[config.mk]
export PLATFORM = sky130hd
export DESIGN_NAME = uart_transmitter
export DESIGN_NICKNAME = d
export VERILOG_FILES = /design/src/rtl/uart_transmitter.sv
export SDC_FILE = /design/constraint.sdc
export NUM_CORES = 1
export LEC_CHECK = 0
export ABC_AREA = 1
export CAP_MARGIN = 20
export CORE_ASPECT_RATIO = 1.4
export CORE_UTILIZATION = 56
export CTS_CLUSTER_DIAMETER = 60
export DETAILED_ROUTE_END_ITERATION = 10
export PLACE_DENSITY = 0.78
export REMOVE_ABC_BUFFERS = 1
export SYNTH_ARGS = -nofsm -noshare
export SYNTH_HDL_FRONTEND = slang
export SYNTH_SLANG_ARGS = --single-unit
export TNS_END_PERCENT = 50
[constraint.sdc]
create_clock -name clk -period 2 [get_ports clk]
set_clock_uncertainty 0.15 [all_clocks]
set_input_delay 0.2 -clock clk [delete_from_list [all_inputs] [get_ports clk]]
set_output_delay 0.2 -clock clk [all_outputs]
set_load 0.01 [all_outputs]
[src/rtl/uart_transmitter.sv]
// 8N1 UART transmitter with valid/ready byte intake; SerialOut is registered.
// Define UART_TX_PARITY_EN to insert an even-parity bit between data and stop.
module uart_transmitter #(
   parameter int CLOCK_FREQ = 100_000_000,
   parameter int BAUD_RATE  = 115_200
) (
   input  logic       clk,
   input  logic       reset,
   input  logic [7:0] DataIn,
   input  logic       DataInValid,
   output logic       DataInReady,
   output logic       SerialOut
);
   localparam int CLKS_PER_BIT = CLOCK_FREQ / BAUD_RATE;
   localparam int CntW = (CLKS_PER_BIT > 2) ? $clog2(CLKS_PER_BIT) : 1;
   localparam logic [CntW-1:0] LastCnt = CntW'(CLKS_PER_BIT - 1);

   generate
      if (CLKS_PER_BIT < 2) begin : gBadBaud
         $error("uart_transmitter: CLOCK_FREQ/BAUD_RATE must be at least 2");
      end
   endgenerate

   typedef enum logic [2:0] {
      IDLE,
      START,
      DATA,
`ifdef UART_TX_PARITY_EN
      PARITY,
`endif
      STOP
   } stateType;

   stateType        state, stateNext;
   logic [CntW-1:0] baudCnt, baudNext;
   logic [2:0]      bitIdx, idxNext;
   logic [7:0]      shiftReg, shiftNext;
   logic            serialReg, serialNext;
   logic            bitDone;
`ifdef UART_TX_PARITY_EN
   logic            parityBit, parityNext;
`endif

   assign bitDone     = (baudCnt == LastCnt);
   assign DataInReady = (state == IDLE);
   assign SerialOut   = serialReg;

   always_ff @(posedge clk or posedge reset) begin
      if (reset) begin
         state     <= IDLE;
         baudCnt   <= '0;
         bitIdx    <= '0;
         shiftReg  <= '0;
         serialReg <= 1'b1;
`ifdef UART_TX_PARITY_EN
         parityBit <= 1'b0;
`endif
      end else begin
         state     <= stateNext;
         baudCnt   <= baudNext;
         bitIdx    <= idxNext;
         shiftReg  <= shiftNext;
         serialReg <= serialNext;
`ifdef UART_TX_PARITY_EN
         parityBit <= parityNext;
`endif
      end
   end

   // serialNext is the line value for the cycle after this edge, so each
   // transition computes the level of the bit it is entering.
   always_comb begin
      stateNext  = state;
      baudNext   = baudCnt + 1'b1;
      idxNext    = bitIdx;
      shiftNext  = shiftReg;
      serialNext = serialReg;
`ifdef UART_TX_PARITY_EN
      parityNext = parityBit;
`endif
      case (state)
         IDLE: begin
            baudNext   = '0;
            serialNext = 1'b1;
            if (DataInValid) begin
               stateNext  = START;
               shiftNext  = DataIn;
               idxNext    = '0;
               serialNext = 1'b0;
`ifdef UART_TX_PARITY_EN
               parityNext = ^DataIn;
`endif
            end
         end
         START: begin
            if (bitDone) begin
               baudNext   = '0;
               stateNext  = DATA;
               serialNext = shiftReg[0];
            end
         end
         DATA: begin
            if (bitDone) begin
               baudNext = '0;
               if (bitIdx == 3'd7) begin
`ifdef UART_TX_PARITY_EN
                  stateNext  = PARITY;
                  serialNext = parityBit;
`else
                  stateNext  = STOP;
                  serialNext = 1'b1;
`endif
               end else begin
                  idxNext    = bitIdx + 3'd1;
                  shiftNext  = {1'b0, shiftReg[7:1]};
                  serialNext = shiftReg[1];
               end
            end
         end
`ifdef UART_TX_PARITY_EN
         PARITY: begin
            if (bitDone) begin
               baudNext   = '0;
               stateNext  = STOP;
               serialNext = 1'b1;
            end
         end
`endif
         STOP: begin
            if (bitDone) begin
               baudNext   = '0;
               stateNext  = IDLE;
               serialNext = 1'b1;
            end
         end
         default: begin
            baudNext   = '0;
            stateNext  = IDLE;
            serialNext = 1'b1;
         end
      endcase
   end
endmodule

* After elaboration in Yosys (flattened, before gate mapping) *
Index checks and enable logic that the tools add are counted.

storage, ports and cells
  memories kept = 0
  memory bits (writable) = 0
  input port bits = 11
  word-level logic and storage cells = 46
  register bits after elaboration = 25
  output and inout port bits = 2
  bits in latches = 0
  ROM bits = 0

operators by class
  shift-type cells = 0
  $add $sub $neg = 2
  order comparisons = 0
  bitwise logic cells = 0
  reductions and logical operators = 6
  multiplexer cells = 22
  $mul = 0
  equality and inequality tests = 11
  divide/modulo/power cells = 0

operators with widths
  operator                 number
  $mux W3                  8
  $mux W8                  3
  $mux W10                 2
  $pmux W8 S2              1
  $ne A2 B2 Y1 const B     6
  $pmux W3 S4              1
  $add A10 B1 Y10 const B  1
  $eq A10 B10 Y1 const B   1
  $eq A3 B2 Y1 const B     2
  $pmux W3 S2              1
  $mux W1                  5
  $reduce_and A5 Y1        1
  $pmux W1 S4              1
  $reduce_and A4 Y1        1
  $add A3 B1 Y3 const B    1
  $eq A3 B1 Y1 const B     1
  $eq A3 B3 Y1 const B     1
  $logic_not A3 Y1         1
  $reduce_and A3 Y1        1
  $reduce_or A3 Y1         1
  $reduce_bool A2 Y1       1

* Depth between registers and ports, before layout *
  word-level depth = 4
  depth in mapped cells = 9
  depth with buffers taken out = 8

* Least setup slack after synthesis *
No wires, ideal clock.

  path kind = reg2reg
  from = register state[0]
  to = register bitIdx[0]
  required time = 1.733 ns
  period minus slack after synthesis = 1.621 ns
  slack = 0.379 ns
  library setup time = 0.117 ns
  path buffers = 1
  stages on the path, launching flop included = 10
  arrival = 1.354 ns
  path through = dfrtp_1 > inv_1 > ha_1 > inv_2 > nor2_1 > a21oi_2 > nand3_2 > buf_6 > nand2_1 > nand2_1

between the ends
  word-level cells in the longest chain between the ends = 3
  elaborated cells on any way between the ends = 8
  those cells by class = 4 x eq/ne; 1 x mux; 3 x reduce/logical

RTL lines
  element                                                       line  source
  from (decl)                                                   34    stateType state, stateNext;
  from (signal assigned)                                        59    state <= stateNext;
  $logic_not A3 Y1 *                                            -
  net DataInReady                                               11    output logic DataInReady,
  $ne A2 B2 Y1 (no line) or $reduce_bool A2 Y1 (tied branches)  -
  $reduce_and A4 Y1 (no line)                                   -
  to (signal assigned)                                          61    bitIdx <= idxNext;
  to (decl)                                                     36    logic [2:0] bitIdx, idxNext;

Mark *: on every way through the listed nets, which the timed path passes. The rest lies on a longest branch.
A chain may end at the register's enable or synchronous reset.

* Worst setup path in the final report *
  from = register state[0]
  to = output DataInReady

between the ends
  word-level cells in the longest chain between the ends = 1

RTL lines
  element           line  source
  $logic_not A3 Y1  45    assign DataInReady = (state == IDLE);
  to (decl)         11

Every way passes these cells.

==> out/results.ini <==
[routing]
drt_iter0_markers = 44
dr_total_vias = 1168
first_pass_iters = 4
viasPerCell = 5.589
drt_wl_total_um = 2715
drc = 0
ant_nets = 0
drt-wirelength-per-cell_um = 12.99

[clock_tree]
clk_pin_slew_ps = 130
cts_htree_levels = 1
clk_latency_ps = 310
cts_buffer_depth = 2
cts_tree = done
clock_sinks = 24
cts_buffers = 3
postCtsHoldBufs = 0
cts_root_buf = clkbuf_4

[placed_design]
dp.final_hpwl_um = 2143
pre_cts_slack_ps = 124.5
portBuffers = 12
place.gp.congestion = 0.8173

[sta]
drv_slew = 0
rsz0062_at_grt = yes
max_slew_margin_pct = 71.65
finalHoldViolations = 0
min_period_ps = 1982
fin_crit_sh_pct = 99.12
whs_ps = 13.62
fin_ws_ps = 17.65
setup_violations = 0
max_freq_mhz = 504.5
worst_slew_pin_slew_ps = 424.8

[setup_path]
end_kind = primary output
critPathRequiredTime_ps = 1650
critPathKind = reg2out
critical_path_peak_fanout = 6
worstReg2RegStart = state[0]
critPathLaunchType = flop
startpoint = state[0]
worstPathArrival_ps = 1630

[hold_path]
worstHoldPathType = in2async

[final_layout]
finalNetCount = 207
antenna_cells = 0
fin_util_pct = 69.66
drive_gt1_share_pct = 11.76
syn_to_final_growth_pct = 14.08

[power_and_ir_drop]
p_per_area_nw_per_um2 = 1315
ir_drop_mv = 0.8063
power.leakage_uw = 0.0007874

[grt]
grt_antenna_before_repair = 0
grt_pass1_vias = 1176
grt_first_pass_wirelength_um = 4664
grt_max_degree = 14
gr-total-overflow = 0
grtUsageTotal_pct = 23.60

[flow_run]
drv_cap = 0

[floorplan]
ioPinCount = 13
rows = 20
die_y_um = 60.31
start_util_pct = 61.07
dieArea_um2 = 2633
die_width_um = 43.65
core-area_um2 = 2227

[yosys]
syn-cell-area_um2 = 1360
seq_area_frac_synth_pct = 44.25
postSynthCellCount = 169
avgSynthCellArea_um2 = 8.048
ys_ff_latch = 24
yosys_warnings = 0
synth_cell_types = 26

[status]
status = finished clean

[area by class of cell]
| class | count | area, um^2 |
|---|---|---|
| Clock buffer | 4 | 26.28 |
| Fill cell | 191 | 675.6 |
| Inverter | 14 | 52.55 |
| Multi-Input combinational cell | 126 | 670.6 |
| Sequential cell | 24 | 601.8 |
| Tap cell | 22 | 27.53 |
| Timing Repair Buffer | 19 | 172.7 |
[repair_timing]
| item | CTS | global route |
|---|---|---|
| gates resized for setup | 1 | 0 |
| endpoints found under the setup margin | 1 | 2 |
| hold endpoints to repair | 0 | 0 |
| buffers inserted | 2 | 0 |
[synthesized netlist by cell type, drive strengths merged]
cell,count,area [um^2]
a21oi,5,28.78
buf,5,37.53
dfrtp,23,575.6
dfstp,1,26.28
ha,8,100.1
inv,14,52.55
nand2,64,252.7
nand3,7,52.55
nand4,14,87.58
nor2,17,73.82
nor3,2,10.01
nor3b,2,15.01
o21ai,3,15.01
o22ai,1,6.260
xnor2,1,8.760
xor2,2,17.52
[critical path, cell delays in order (launching register included)]
cell and delay, ps:
dfrtp_1 410, inv_1 110, ha_2 260, clkdlybuf4s50_1 550
[path summary, 6_finish.rpt]
path,end,slack (ps),cells after the start
worst max register to register,bitIdx[1],110,7
worst min register to register,shiftReg[2],340,2
worst max-delay path,DataInReady,20,3
worst min-delay path,baudCnt[0],10,2
min in group clk,shiftReg[7],310,3
max in group asynchronous,state[1],1150,3
[routing by layer]
| metal | wire length, um | GRT usage [%] | up-vias |
|---|---|---|---|
| met5 | 0 | 0 | - |
| met4 | 25 | 8.482 | 0 |
| met3 | 53 | 2.115 | 4 |
| met2 | 1545 | 47.76 | 24 |
| met1 | 1090 | 24.27 | 557 |
| li1 | - | - | 583 |
[cells by family after synthesis]
family          share of synthesized area (%)
simple gates                            36.15
flops                                   44.25
buf+inv                                 6.623
compound gates                          3.680
fa+ha+maj                               7.360
xor+xnor                                1.932
[stage by stage]
stage | setup TNS [ps] | total power [uW] | std cells | instance area [um^2]
after floorplan | -1008 | 1439 | 164 | 1323
after global placement | 0 | 1718 | 203 | 1508
after detailed placement | 0 | 1786 | 203 | 1508
after CTS | 0 | 2038 | 209 | 1551
after global routing | -35.50 | 2212 | 209 | 1551
final | 0 | 2041 | 209 | 1551
[state kept, by name (all words and copies together) (netlist names)]
| signal | cells |
|---|---|
| SerialOut | 1 |
| baudCnt | 10 |
| bitIdx | 3 |
| shiftReg | 8 |
| state | 2 |
[power breakdown]
part,internal [uW],switching [uW]
logic,410,655
registers,651,109
clock network,77.7,138
[cell usage in the layout (no fill, tap or decap), drive strengths merged]
cell type      synthesis  routed
clkdlybuf4s50          0      12
nor2                  17      17
nand2                 64      64
xnor2                  1       1
clkbuf                 0       4
xor2                   2       2
nor3                   2       2
ha                     8       8
dfstp                  1       1
nor3b                  2       2
dfrtp                 23      23
o22ai                  1       1
a21oi                  5       5
nand4                 14      14
nand3                  7       7
o21ai                  3       3
inv                   14      14
buf                    5       7
No activity file was read; power rests on OpenSTA's default activity.
